==> src/rtl/uart_baud_cfg_ctrl.sv <==
// uart_baud_cfg_ctrl: validates baud/oversampling requests, quiesces the UART, reprograms the generator and confirms lock
module uart_baud_cfg_ctrl #(
    parameter int unsigned CLK_FREQ     = 100000000,
    parameter int unsigned DEFAULT_BAUD = 115200,
    parameter int unsigned DEFAULT_OS   = 16,
    parameter int unsigned RST_CYCLES   = 4,
    parameter int unsigned LOCK_EDGES   = 2,
    parameter int unsigned LOCK_TIMEOUT = 65536
) (
    input  logic        clk,
    input  logic        rst,
    input  logic        cfg_valid,
    output logic        cfg_ready,
    input  logic [31:0] cfg_baud_rate,
    input  logic [4:0]  cfg_os_factor,
    output logic        cfg_err,
    input  logic        tx_busy,
    input  logic        rx_busy,
    output logic        uart_hold,
    output logic        gen_rst,
    output logic [31:0] gen_baud_rate,
    output logic [4:0]  gen_os_factor,
    input  logic        os_tick,
    output logic        link_ready
);
    typedef enum logic [2:0] {APPLY, LOCK, RUN, FAIL, CHECK, DRAIN} state_t;

    localparam logic [36:0] MAX_PROD = 37'(CLK_FREQ / 2);

    state_t      state;
    logic [31:0] sh_baud;
    logic [4:0]  sh_os;
    logic        from_fail;
    logic [31:0] rst_cnt;
    logic [31:0] edge_cnt;
    logic [31:0] to_cnt;
    logic [2:0]  sync;
    logic [36:0] prod;
    logic        legal;
    logic        tick_rise;

    assign prod      = {5'd0, sh_baud} * {32'd0, sh_os};
    assign legal     = (sh_os == 5'd8 || sh_os == 5'd16) && sh_baud != 32'd0 && prod <= MAX_PROD;
    assign tick_rise = sync[1] & ~sync[2];

    // os_tick is asynchronous: two flops to resynchronise, a third keeps the previous value for edge detection
    always_ff @(posedge clk or posedge rst) begin
        if (rst) sync <= '0;
        else     sync <= {sync[1:0], os_tick};
    end

    // Sequencer: accept, range-check, drain, reset generator, wait for lock; all outputs registered here
    always_ff @(posedge clk or posedge rst) begin
        if (rst) begin
            state         <= APPLY;
            sh_baud       <= 32'(DEFAULT_BAUD);
            sh_os         <= 5'(DEFAULT_OS);
            from_fail     <= 1'b0;
            rst_cnt       <= '0;
            edge_cnt      <= '0;
            to_cnt        <= '0;
            gen_baud_rate <= 32'(DEFAULT_BAUD);
            gen_os_factor <= 5'(DEFAULT_OS);
            gen_rst       <= 1'b1;
            uart_hold     <= 1'b1;
            link_ready    <= 1'b0;
            cfg_ready     <= 1'b0;
            cfg_err       <= 1'b0;
        end else begin
            cfg_err <= 1'b0;
            case (state)
                APPLY: begin
                    if (rst_cnt == RST_CYCLES - 1) begin
                        state    <= LOCK;
                        gen_rst  <= 1'b0;
                        edge_cnt <= '0;
                        to_cnt   <= '0;
                    end else begin
                        rst_cnt <= rst_cnt + 1;
                    end
                end
                LOCK: begin
                    if (tick_rise && edge_cnt == LOCK_EDGES - 1) begin
                        state      <= RUN;
                        link_ready <= 1'b1;
                        uart_hold  <= 1'b0;
                        cfg_ready  <= 1'b1;
                    end else if (to_cnt == LOCK_TIMEOUT - 1) begin
                        state     <= FAIL;
                        cfg_err   <= 1'b1;
                        cfg_ready <= 1'b1;
                    end else begin
                        to_cnt <= to_cnt + 1;
                        if (tick_rise) edge_cnt <= edge_cnt + 1;
                    end
                end
                RUN, FAIL: begin
                    if (cfg_valid && cfg_ready) begin
                        sh_baud   <= cfg_baud_rate;
                        sh_os     <= cfg_os_factor;
                        from_fail <= state == FAIL;
                        cfg_ready <= 1'b0;
                        state     <= CHECK;
                    end
                end
                CHECK: begin
                    if (legal) begin
                        state      <= DRAIN;
                        uart_hold  <= 1'b1;
                        link_ready <= 1'b0;
                    end else begin
                        cfg_err   <= 1'b1;
                        cfg_ready <= 1'b1;
                        state     <= from_fail ? FAIL : RUN;
                    end
                end
                DRAIN: begin
                    if (!tx_busy && !rx_busy) begin
                        state         <= APPLY;
                        gen_baud_rate <= sh_baud;
                        gen_os_factor <= sh_os;
                        gen_rst       <= 1'b1;
                        rst_cnt       <= '0;
                    end
                end
                default: state <= APPLY;
            endcase
        end
    end
endmodule
==> config.mk <==
export PLATFORM = sky130hd
export DESIGN_NAME = uart_baud_cfg_ctrl
export DESIGN_NICKNAME = d
export VERILOG_FILES = /design/src/rtl/uart_baud_cfg_ctrl.sv
export SDC_FILE = /design/constraint.sdc
export NUM_CORES = 1
export LEC_CHECK = 0
export BUFFER_PORTS_ARGS = -buffer_cell sky130_fd_sc_hd__buf_2
export CAP_MARGIN = 20
export CORE_ASPECT_RATIO = 0.7
export CORE_UTILIZATION = 67
export CTS_CLUSTER_SIZE = 40
export DETAILED_ROUTE_END_ITERATION = 10
export PLACE_DENSITY = 0.91
export SYNTH_ARGS = -nofsm -noshare
export SYNTH_HDL_FRONTEND = slang
export SYNTH_SLANG_ARGS = --single-unit
==> constraint.sdc <==
create_clock -name clk -period 8.6 [get_ports clk]
set_input_delay 1.29 -clock clk [delete_from_list [all_inputs] [get_ports clk]]
set_output_delay 1.29 -clock clk [all_outputs]
set_load 0.05 [all_outputs]
==> results by group <==
Final layout
  • Commonest non-fill, non-tap cell in the layout: nand2_1
  • Synth-to-layout area growth: 8.38%
  • Filler cell count: 1,325
  • Final #Nets: 1,744
  • Most frequent cells in the layout: nand2_1 (231), dfrtp_1 (170), and2_1 (121)
  • Register area: 4570 um2
  • Fin area: 14,800 um2
  • Multi-input gate area: 8500 um2
  • Layout cells sized above 1: 12.6%

Timing
  • Final setup fails: 0
  • Slew Limit Fails: 0
  • Tmin final: 6.47 ns
  • Setup Skew: 0.0140 ns
  • Worst hold slack: 0.367 ns
  • Slew at the pin closest to its max-slew limit: 1.11 ns
  • TNS Setup: 0 ns
  • Unrepaired setup endpoints after global routing: no
  • Setup ws final: 2.13 ns
  • Period utilisation layout: 75.2%
  • Fin. Hold Viols: 0
  • Slew margin rel.: 26.2%
  • Peak Freq: 0.155 GHz

Yosys
  • Async set-reset flop share out of synthesis: 100%
  • Syn Nets: 1,696
  • Cells after Synth: 1,514
  • Top post-synthesis cells by area: dfrtp_1 (31%), fa_1 (13%), nand2_1 (6.3%)
  • Xor-xnor portion of the synthesized cell area: 5.95%
  • Top cell type's share of synthesized area: 31.1%
  • Cell Area, Synth: 13,700 um2
  • Yosys reg bits: 182
  • Most common flop cell mapped by yosys: dfrtp_1
  • Syn_area_per_cell: 9.03 um2
  • Post-Synth Simple-Gate Area: 25.3%
  • Largest family of logic cells by synthesized area: simple AND/OR/NAND/NOR gates
  • Synth area leader: dfrtp_1
  • Post-synth cell types: 71
  • Synthesized-area fraction occupied by adder cells: 17.7%
  • Sequential element share of the synthesized area: 33.4%
  • EDFF count, synth: 0
  • Proportion of synthesized area in mux cells: 3.42%
  • YS warnings: 0
  • Compound-Gate Fraction of Synth Area: 9.63%

CTS
  • CTS resizes: 0
  • CTS Hold Bufs: 0
  • Worst-path clk slew: 0.07 ns
  • Setup bufs post-CTS: 0
  • Clk Tree Root Cell: clkbuf_16
  • H-tree depth: 4
  • Sink Count: 182
  • Cts bufs inserted: 17
  • Clk_lat worst skew: 0.43 ns
  • CTS tree: yes
  • Clock tree buffer depth: 2

Die
  • Rows: 43
  • I/O pins: 85
  • DIE AREA: 21,000 um2
  • Initial core utilization: 68.7%
  • Die width: 173 um
  • DIE HEIGHT: 122 um
  • Core footprint: 19,900 um2

Critical path
  • Crit-path max FO: 35
  • Worst Setup Start Kind: register
  • Crit Path Class: reg -> reg
  • Req. time, crit path: 8.91 ns
  • Endpoint type of the worst setup path: register
  • CP arrival: 6.79 ns

Global route
  • Tot GR Track Use: 33.6%
  • Vias in the first global route: 11,273
  • Initial antenna violation count: 0
  • GRT overflow: 0
  • Largest net degree at the start of global routing: 111
  • First-pass GRT wire length: 55,800 um

Flow run
  • Max capacitance violation total: 0

Run status
  • Status: finished, final reports clean

Detailed routing
  • Initial DRT Pass Iterations: 6
  • Mean routed wirelength per cell: 18.4 um
  • Final ANT Viol Nets: 0
  • DRC: 0
  • Via count: 11,446
  • Final WL: 34,000 um
  • DRT iter0 DRCs: 1,121
  • Avg Vias per Cell: 6.20

Power
  • VDD IR-drop max: 141 uV
  • Leak: 7.28 nW
  • Power Density: 109 nW/um2

Place
  • Final RePlAce weighted congestion: 0.909
  • Hpwl dp: 24,200 um
  • PortBufs: 84
  • Post-place setup slack: 2.23 ns
  • Area after DPL: 14,200 um2

Min path
  • Worst Hold Class: reg -> reg
-- metrics by stage --
step                cells  total power, mW  util (%)
finish               1847             1.62      74.5
global route         1845             1.66      74.4
CTS                  1843             1.62      74.2
detailed placement   1811            0.902      71.4
global placement     1811            0.901      71.4
floorplan            1514            0.886         -
-- critical path, cell delays in order, from the launching register on --
cell     delay, ns
dfrtp_1       1.07
and2_1        0.30
fa_1          0.48
fa_1          0.55
inv_1         0.06
fa_1          0.56
inv_1         0.05
ha_1          0.43
nand4_1       0.17
or4_1         0.58
or2_2         0.30
a31oi_1       0.22
nor3_1        0.09
xor2_1        0.16
nand4_1       0.10
or4_1         0.54
or4b_4        0.55
o21a_1        0.14
-- final timing paths --
kind,start,endpoint,slack (ns),cells after the start
worst max-delay path,sh_os[3]$_DFFE_PP0P_,link_ready$_DFFE_PP0P_,2.13,17
worst min-delay path,sync[0]$_DFF_PP0_,sync[1]$_DFF_PP0_,0.37,0
worst max register to register,sh_os[3]$_DFFE_PP0P_,link_ready$_DFFE_PP0P_,2.13,17
worst min register to register,sync[0]$_DFF_PP0_,sync[1]$_DFF_PP0_,0.37,0
max in group asynchronous,rst,gen_baud_rate[25]$_DFFE_PP0P_,6.03,3
min in group asynchronous,rst,sh_baud[10]$_DFFE_PP0P_,1.10,2
-- cell usage after synthesis (13+ instances only) --
cell type / n
o21ai_0: 52
a21oi_1: 63
and3_1: 17
nor2b_1: 14
nand2_1: 231
and2_1: 121
xnor2_1: 33
or3_1: 25
nand4_1: 34
nand3_1: 46
nor3_1: 16
and4_1: 13
o211ai_1: 17
clkbuf_1: 46
nor4_1: 25
fa_1: 90
nor2_1: 118
a21o_1: 14
dfrtp_1: 170
xor2_1: 60
inv_1: 98
ha_1: 49
mux2_2: 38
-- layout make-up --
type,instances,share of cell area [%]
antenna,2,0.0338
clock buffer,21,3.04
clock inverter,11,0.616
inverter,99,2.54
multi-input combinational,1173,57.3
sequential,182,30.8
tap,270,2.28
timing repair buffer,89,3.36
-- report_power, final --
part           total [mW]  internal (mW)  leakage, nW  switching, mW
clock network       0.735          0.383        0.251          0.352
logic              0.0280        0.00747         4.59         0.0205
registers           0.857          0.856         2.44       0.000268
-- layer usage --
layer  wire length [um]  GRT usage (%)  share of wire (%)
met5                  0              0                  0
met4                843           10.6                2.5
met3               3140           7.43                9.2
met2              15900           54.4                 47
met1              14200           45.9                 42
-- cells by family after synthesis --
family,after synthesis
xor gates and xnor gates,93
adders and majority gates,139
DFF,182
and+or+nand+nor,693
AOI/OAI and AO/OA,206
buffers and inverters,159
muxes,42
-- flip-flops by register name (all words and copies together) (netlist names) --
| register | count |
|---|---|
| edge_cnt | 32 |
| gen_baud_rate | 32 |
| rst_cnt | 32 |
| sh_baud | 32 |
| to_cnt | 32 |
| gen_os_factor | 5 |
| sh_os | 5 |
| state | 3 |
| sync | 3 |
| cfg_err | 1 |
| cfg_ready | 1 |
| from_fail | 1 |
| gen_rst | 1 |
| link_ready | 1 |
| uart_hold | 1 |
Note: power is estimated with default switching activity, not from simulation.
